<file path="config.mk">
export PLATFORM = sky130hd
export DESIGN_NAME = instr_issue
export DESIGN_NICKNAME = d
export VERILOG_FILES = /design/src/rtl/instr_issue.sv
export SDC_FILE = /design/constraint.sdc
export NUM_CORES = 1
export LEC_CHECK = 0
export ABC_AREA = 1
export CAP_MARGIN = 40
export CORE_ASPECT_RATIO = 0.8
export CORE_MARGIN = 2
export CORE_UTILIZATION = 40
export CTS_BUF_LIST = sky130_fd_sc_hd__clkbuf_8
export CTS_CLUSTER_DIAMETER = 40
export DETAILED_ROUTE_END_ITERATION = 8
export PLACE_DENSITY_LB_ADDON = 0.05
export SETUP_SLACK_MARGIN = 0.02
export SYNTH_ARGS = -nofsm -noshare
export SYNTH_HDL_FRONTEND = slang
export SYNTH_SLANG_ARGS = --single-unit
export TNS_END_PERCENT = 5
</file>
<file path="constraint.sdc">
create_clock -name clk_i -period 7.67 [get_ports clk_i]
set_clock_uncertainty 0.2 [all_clocks]
set_input_delay 1.9175 -clock clk_i [delete_from_list [all_inputs] [get_ports clk_i]]
set_output_delay 1.9175 -clock clk_i [all_outputs]
set_load 0.02 [all_outputs]
</file>
<file path="src/rtl/instr_issue.sv">
// ---------------------------------------------------------------------------
// instr_issue
//   Instruction fetch/issue unit. Holds the program counter, fetches 16-bit
//   Thumb-style words from instruction memory, presents each one to the
//   decoder for one enable cycle, then uses the decoder's branch / self
//   instruction / end-of-program outputs to pick the next PC. Injected words
//   (second half of push/pop) are replayed without advancing the PC.
//
// Ports
//   clk_i, rst_i             clock, synchronous active-high reset
//   imem_req_o/imem_addr_o   fetch request pulse and byte address (= pc_o)
//   imem_data_i/imem_valid_i fetched word and its valid strobe
//   instr_o/instr_en_o       instruction and enable towards the decoder
//   pc_o                     address of the instruction held/issued
//   branch_i, branch_off_i,
//   sign_extend_en_i         decoder branch decision and offset selection
//   self_instruct_i/_en_i    injected instruction word and its request
//   end_program_i            decoder saw the terminating 16'h0000
//   stall_i                  hold the current issue cycle
//   halted_o                 program has ended
// ---------------------------------------------------------------------------
module instr_issue #(
  parameter int                  PC_WIDTH = 16,
  parameter logic [PC_WIDTH-1:0] RESET_PC = {PC_WIDTH{1'b0}}
) (
  input  logic                clk_i,
  input  logic                rst_i,
  output logic                imem_req_o,
  output logic [PC_WIDTH-1:0] imem_addr_o,
  input  logic [15:0]         imem_data_i,
  input  logic                imem_valid_i,
  output logic [15:0]         instr_o,
  output logic                instr_en_o,
  output logic [PC_WIDTH-1:0] pc_o,
  input  logic                branch_i,
  input  logic [10:0]         branch_off_i,
  input  logic                sign_extend_en_i,
  input  logic [15:0]         self_instruct_i,
  input  logic                self_instruct_en_i,
  input  logic                end_program_i,
  input  logic                stall_i,
  output logic                halted_o
);

  typedef enum logic [2:0] {
    ST_FETCH  = 3'd0,
    ST_WAIT   = 3'd1,
    ST_ISSUE  = 3'd2,
    ST_INJECT = 3'd3,
    ST_HALT   = 3'd4
  } state_t;

  localparam logic [PC_WIDTH-1:0] PC_STEP = PC_WIDTH'(3'd2);
  localparam logic [PC_WIDTH-1:0] PC_FOUR = PC_WIDTH'(3'd4);

  state_t              state_r;
  state_t              next_state_s;
  logic [PC_WIDTH-1:0] pc_r;
  logic [15:0]         instr_r;
  logic                req_r;
  logic                instr_en_s;
  logic                halted_s;

  // Branch target PC + 4 + (sext(off) << 1); the short form uses off[7:0].
  // Arithmetic is modulo 2^PC_WIDTH so wrap-around is silent.
  function automatic logic [PC_WIDTH-1:0] branch_target(
    input logic [PC_WIDTH-1:0] pc,
    input logic [10:0]         off,
    input logic                short_off
  );
    logic [PC_WIDTH-1:0] ext;
    if (short_off) begin
      ext = {{(PC_WIDTH-8){off[7]}}, off[7:0]};
    end else begin
      ext = {{(PC_WIDTH-11){off[10]}}, off};
    end
    return pc + PC_FOUR + {ext[PC_WIDTH-2:0], 1'b0};
  endfunction

  // State register.
  always_ff @(posedge clk_i) begin
    if (rst_i) begin
      state_r <= ST_FETCH;
    end else begin
      state_r <= next_state_s;
    end
  end

  // Next-state logic. FETCH only moves on once the registered request has
  // actually been presented, so the cycle straight after reset issues no
  // request and the first pulse follows the reset release.
  always_comb begin
    next_state_s = state_r;
    case (state_r)
      ST_FETCH: begin
        if (req_r) next_state_s = ST_WAIT;
        else       next_state_s = ST_FETCH;
      end
      ST_WAIT: begin
        if (imem_valid_i) next_state_s = ST_ISSUE;
        else              next_state_s = ST_WAIT;
      end
      ST_ISSUE: begin
        if (stall_i)                 next_state_s = ST_ISSUE;
        else if (end_program_i)      next_state_s = ST_HALT;
        else if (self_instruct_en_i) next_state_s = ST_INJECT;
        else                         next_state_s = ST_FETCH;
      end
      ST_INJECT: begin
        if (stall_i) next_state_s = ST_INJECT;
        else         next_state_s = ST_FETCH;
      end
      ST_HALT:  next_state_s = ST_HALT;
      default:  next_state_s = ST_FETCH;
    endcase
  end

  // Output decode from the current state only.
  always_comb begin
    instr_en_s = 1'b0;
    halted_s   = 1'b0;
    case (state_r)
      ST_ISSUE, ST_INJECT: instr_en_s = 1'b1;
      ST_HALT:             halted_s   = 1'b1;
      default: begin
        instr_en_s = 1'b0;
        halted_s   = 1'b0;
      end
    endcase
  end

  // PC, instruction holding register and fetch request pulse.
  always_ff @(posedge clk_i) begin
    if (rst_i) begin
      pc_r    <= RESET_PC;
      instr_r <= 16'h0000;
      req_r   <= 1'b0;
    end else begin
      // The request is high for exactly the one cycle spent in FETCH.
      req_r <= (next_state_s == ST_FETCH);
      case (state_r)
        ST_WAIT: begin
          if (imem_valid_i) instr_r <= imem_data_i;
        end
        ST_ISSUE: begin
          if (!stall_i && !end_program_i) begin
            // An injection replays at the same PC; the +2 happens on leaving INJECT.
            if (self_instruct_en_i) begin
              instr_r <= self_instruct_i;
            end else if (branch_i) begin
              pc_r <= branch_target(pc_r, branch_off_i, sign_extend_en_i);
            end else begin
              pc_r <= pc_r + PC_STEP;
            end
          end
        end
        ST_INJECT: begin
          if (!stall_i) pc_r <= pc_r + PC_STEP;
        end
        default: begin
        end
      endcase
    end
  end

  assign imem_req_o  = req_r;
  assign imem_addr_o = pc_r;
  assign pc_o        = pc_r;
  assign instr_o     = instr_r;
  assign instr_en_o  = instr_en_s;
  assign halted_o    = halted_s;

endmodule
</file>
==> summary.txt <==
Status
  • Result of the run: finished, final reports clean

Routing
  • Wire length per cell: between 10 and 15 µm
  • DRC Markers: 0
  • Detail Route Antenna Nets: 0
  • Starting DRC count in detailed routing: around 190
  • Post-detailed-route via-to-cell ratio: 5.18
  • Detailed-route via count: approximately 3.3k
  • First drt pass iteration count: 5
  • Routed wire length: between 8000 and 9000 µm

Logic synthesis
  • Distinct cell type count of the synthesized netlist: 34
  • Synth Cell Area: between 3000 and 4000 µm²
  • Number of warning messages in the yosys log: 0
  • Leading cell types by total area after synthesis: dfxtp_1, nand2_1, ha_1, inv_1, nand3_1
  • Sequential area share after synthesis: 0.233
  • Cell with the most instances after synthesis: nand2_1
  • Area share of and/or/nand/nor cells after synthesis: 0.323
  • Compound-cell area share of the yosys netlist: 0.173
  • Share of the synthesized area in the top cell type: 0.233
  • Post-Synth Adder-Cell Area: 0.123
  • Synth top cells by count: nand2_1, inv_1, nand3_1, nor2_1, dfxtp_1
  • Post-synth top area cell: dfxtp_1
  • Post-synth ARST share: 0
  • Multiplexer share of the synthesized area: 0
  • Number of synthesized flops with an enable pin: 0
  • Avg Synthesized Cell Area: roughly 6.3 µm²
  • Dominant combinational cell family by area after synthesis: simple AND/OR/NAND/NOR gates
  • Gate count of the mapped netlist: approximately 480
  • Xor and xnor area share after synthesis: 0.00873
  • Most used DFF post-synth: dfxtp_1
  • Number of synthesized register bits: 35

Floorplan
  • Die area: slightly above 8000 µm²
  • Chip width: around 100 µm
  • Core box area: between 7000 and 8000 µm²
  • Site row count: 28
  • Height of the die: slightly above 80 µm
  • Effective utilization at floorplan: 0.409
  • Ports: 102

Worst setup path
  • CP Launch Type: primary input
  • Top cell by count, worst path: nand2_1
  • Kind of end point of the critical path: flop
  • Worst reg2reg setup slack: 5110 ps
  • Crit-path max cell delay: roughly 500 ps
  • Maximum fanout encountered on the critical timing path: 5
  • Critical-path cell list: clkdlybuf4s50_1 -> inv_1 -> o21ai_0 -> ha_1 -> ha_1 -> nand2_1 -> nor2_1 -> and2_1 -> nand2_1 -> nand3_1 -> nand3_1 -> nand2_1 -> a21oi_1
  • Slowest CP cell: o21ai_0
  • Crit path arrival time: roughly 4400 ps
  • Worst endpoint required time: about 7600 ps
  • Type of the worst setup path: in2reg

Global routing
  • Largest net degree at the start of global routing: 22
  • Vias in the first global route: between 2k and 3k
  • First-pass GRT wire length: 13900 µm
  • Global routing usage summed across all routing layers: 0.210
  • GRT overflow: 0
  • Number of antenna violations at the first check in global routing: 0

STA
  • Maximum operating frequency: 225 MHz
  • Unrepaired setup endpoints after global routing: no
  • Setup TNS: 0 ps
  • Period Utilization, post-route: 0.579
  • Time the final worst path needs with I/O delays and setup: roughly 4400 ps
  • Max-slew violation count: 0
  • Number of endpoints failing setup at the final stage: 0
  • Number of hold violations in the final report: 0
  • Worst slew pin tran: around 700 ps
  • Headroom to the max-slew limit: 0.547

Finish
  • Layout overhead on the synthesized area: 34.5%
  • Final-stage net count: approximately 630
  • Share of cells above drive strength 1: 0.0469
  • Antenna fix cells: 0

Power and ir drop
  • Static Leak: ~1.8 nW
  • Peak supply drop: between 0.1 and 0.15 mV
  • Power per unit of standard cell area: around 150 nW/µm²
  • Overall power after layout: 0.000626 W

Clock tree
  • Post_cts resized: 0
  • Clk_lat worst skew: between 200 and 300 ps
  • CTS Hold Bufs: 0
  • H-tree depth: 2
  • TritonCTS Sinks: 35
  • Buffer type at the clock tree root: clkbuf_8
  • Setup Buffers After CTS: 0
  • Number of buffers created by CTS: 5
  • Deepest clock path buffer count: 2
  • Clock tree from TritonCTS: built
  • Register clock-pin slew on the reported worst setup and hold paths: 70 ps

Place
  • Final GP Congestion: ~0.9
  • HPWL reported at the end of detailed placement: about 6500 µm
  • Port bufs: 99

Min path
  • Hold Path Class: reg2reg

Job
  • Total of max-cap violations: 0
-- per-layer routing --
layer | global-route usage | part of all wire | vias up
met5 | 0 | 0 | -
li1 | - | - | 1709
met4 | 0.0324 | 0.0019 | 0
met2 | 0.307 | 0.43 | 137
met3 | 0.0426 | 0.081 | 3
met1 | 0.322 | 0.49 | 1490
-- layout make-up --
type,instances,area (µm²)
clock buffers,6,82.6
clock inverters,2,35.0
fillers,744,3310
inverters,58,218
multi-input cells,353,1900
flip-flops and latches,35,701
well taps,90,113
repair buffers,100,1010
-- cell families after synthesis --
group,Yosys count
flip-flops,35
adder cells (fa/ha/maj),29
AO/OA/AOI/OAI,95
AND/OR/NAND/NOR,224
buffers and inverters,88
XOR/XNOR,3
other,1
-- flip-flops by register name, indices dropped and copies added (netlist names) --
name and cells:
instr_o 16, imem_addr_o 15, state_r 3, imem_req_o 1
-- through the flow --
step / instance area [µm²] / std cells / setup WS, ps / utilization / hold slack (ps)
global placement: 3920 / 635 / 3030 / 0.532 / 309
global route: 4050 / 644 / 2970 / 0.551 / 342
finish: 4050 / 644 / 3230 / 0.551 / 325
detailed placement: 3930 / 636 / 2940 / 0.535 / 314
floorplan: 3010 / 476 / 3730 / - / 379
CTS: 4050 / 644 / 3240 / 0.551 / 325
-- final timing paths --
path	from	end	cells past startpoint
worst min-delay path	instr_o[7]$_SDFFE_PP0P_	instr_o[7]$_SDFFE_PP0P_	2
worst min register to register	instr_o[7]$_SDFFE_PP0P_	instr_o[7]$_SDFFE_PP0P_	2
worst max-delay path	branch_off_i[10]	imem_addr_o[15]$_SDFFE_PP0P_	13
worst max register to register	imem_addr_o[2]$_SDFFE_PP0P_	imem_addr_o[6]$_SDFFE_PP0P_	12
-- worst max-delay path: cells and delay by family --
kind | cells | cell delay (ps)
AO/OA/AOI/OAI | 2 | 550
buffers and inverters | 2 | 490
AND/OR/NAND/NOR | 7 | 700
adder cells (fa/ha/maj) | 2 | 730
-- power by group --
part / leakage [nW] / switching [W] / internal (W)
combinational: 1.45 / 0.000122 / 0.000105
clock: 0.0612 / 0.0000713 / 0.000105
sequential: 0.285 / 0.0000173 / 0.000206
-- layout by cell type, fill, tap and decap left out, types with 3 or more instances in the layout --
master,netlist,routed
a21oi_1,32,32
a31oi_1,17,17
clkbuf_8,0,6
clkdlybuf4s50_1,0,99
dfxtp_1,35,35
ha_1,28,28
inv_1,54,54
inv_2,4,4
nand2_1,126,126
nand3_1,37,37
nand4_1,9,9
nor2_1,36,36
nor2_2,3,3
o21ai_0,15,15
o21ai_1,23,23
xor2_1,3,3
(Power assumes the default switching activity.)
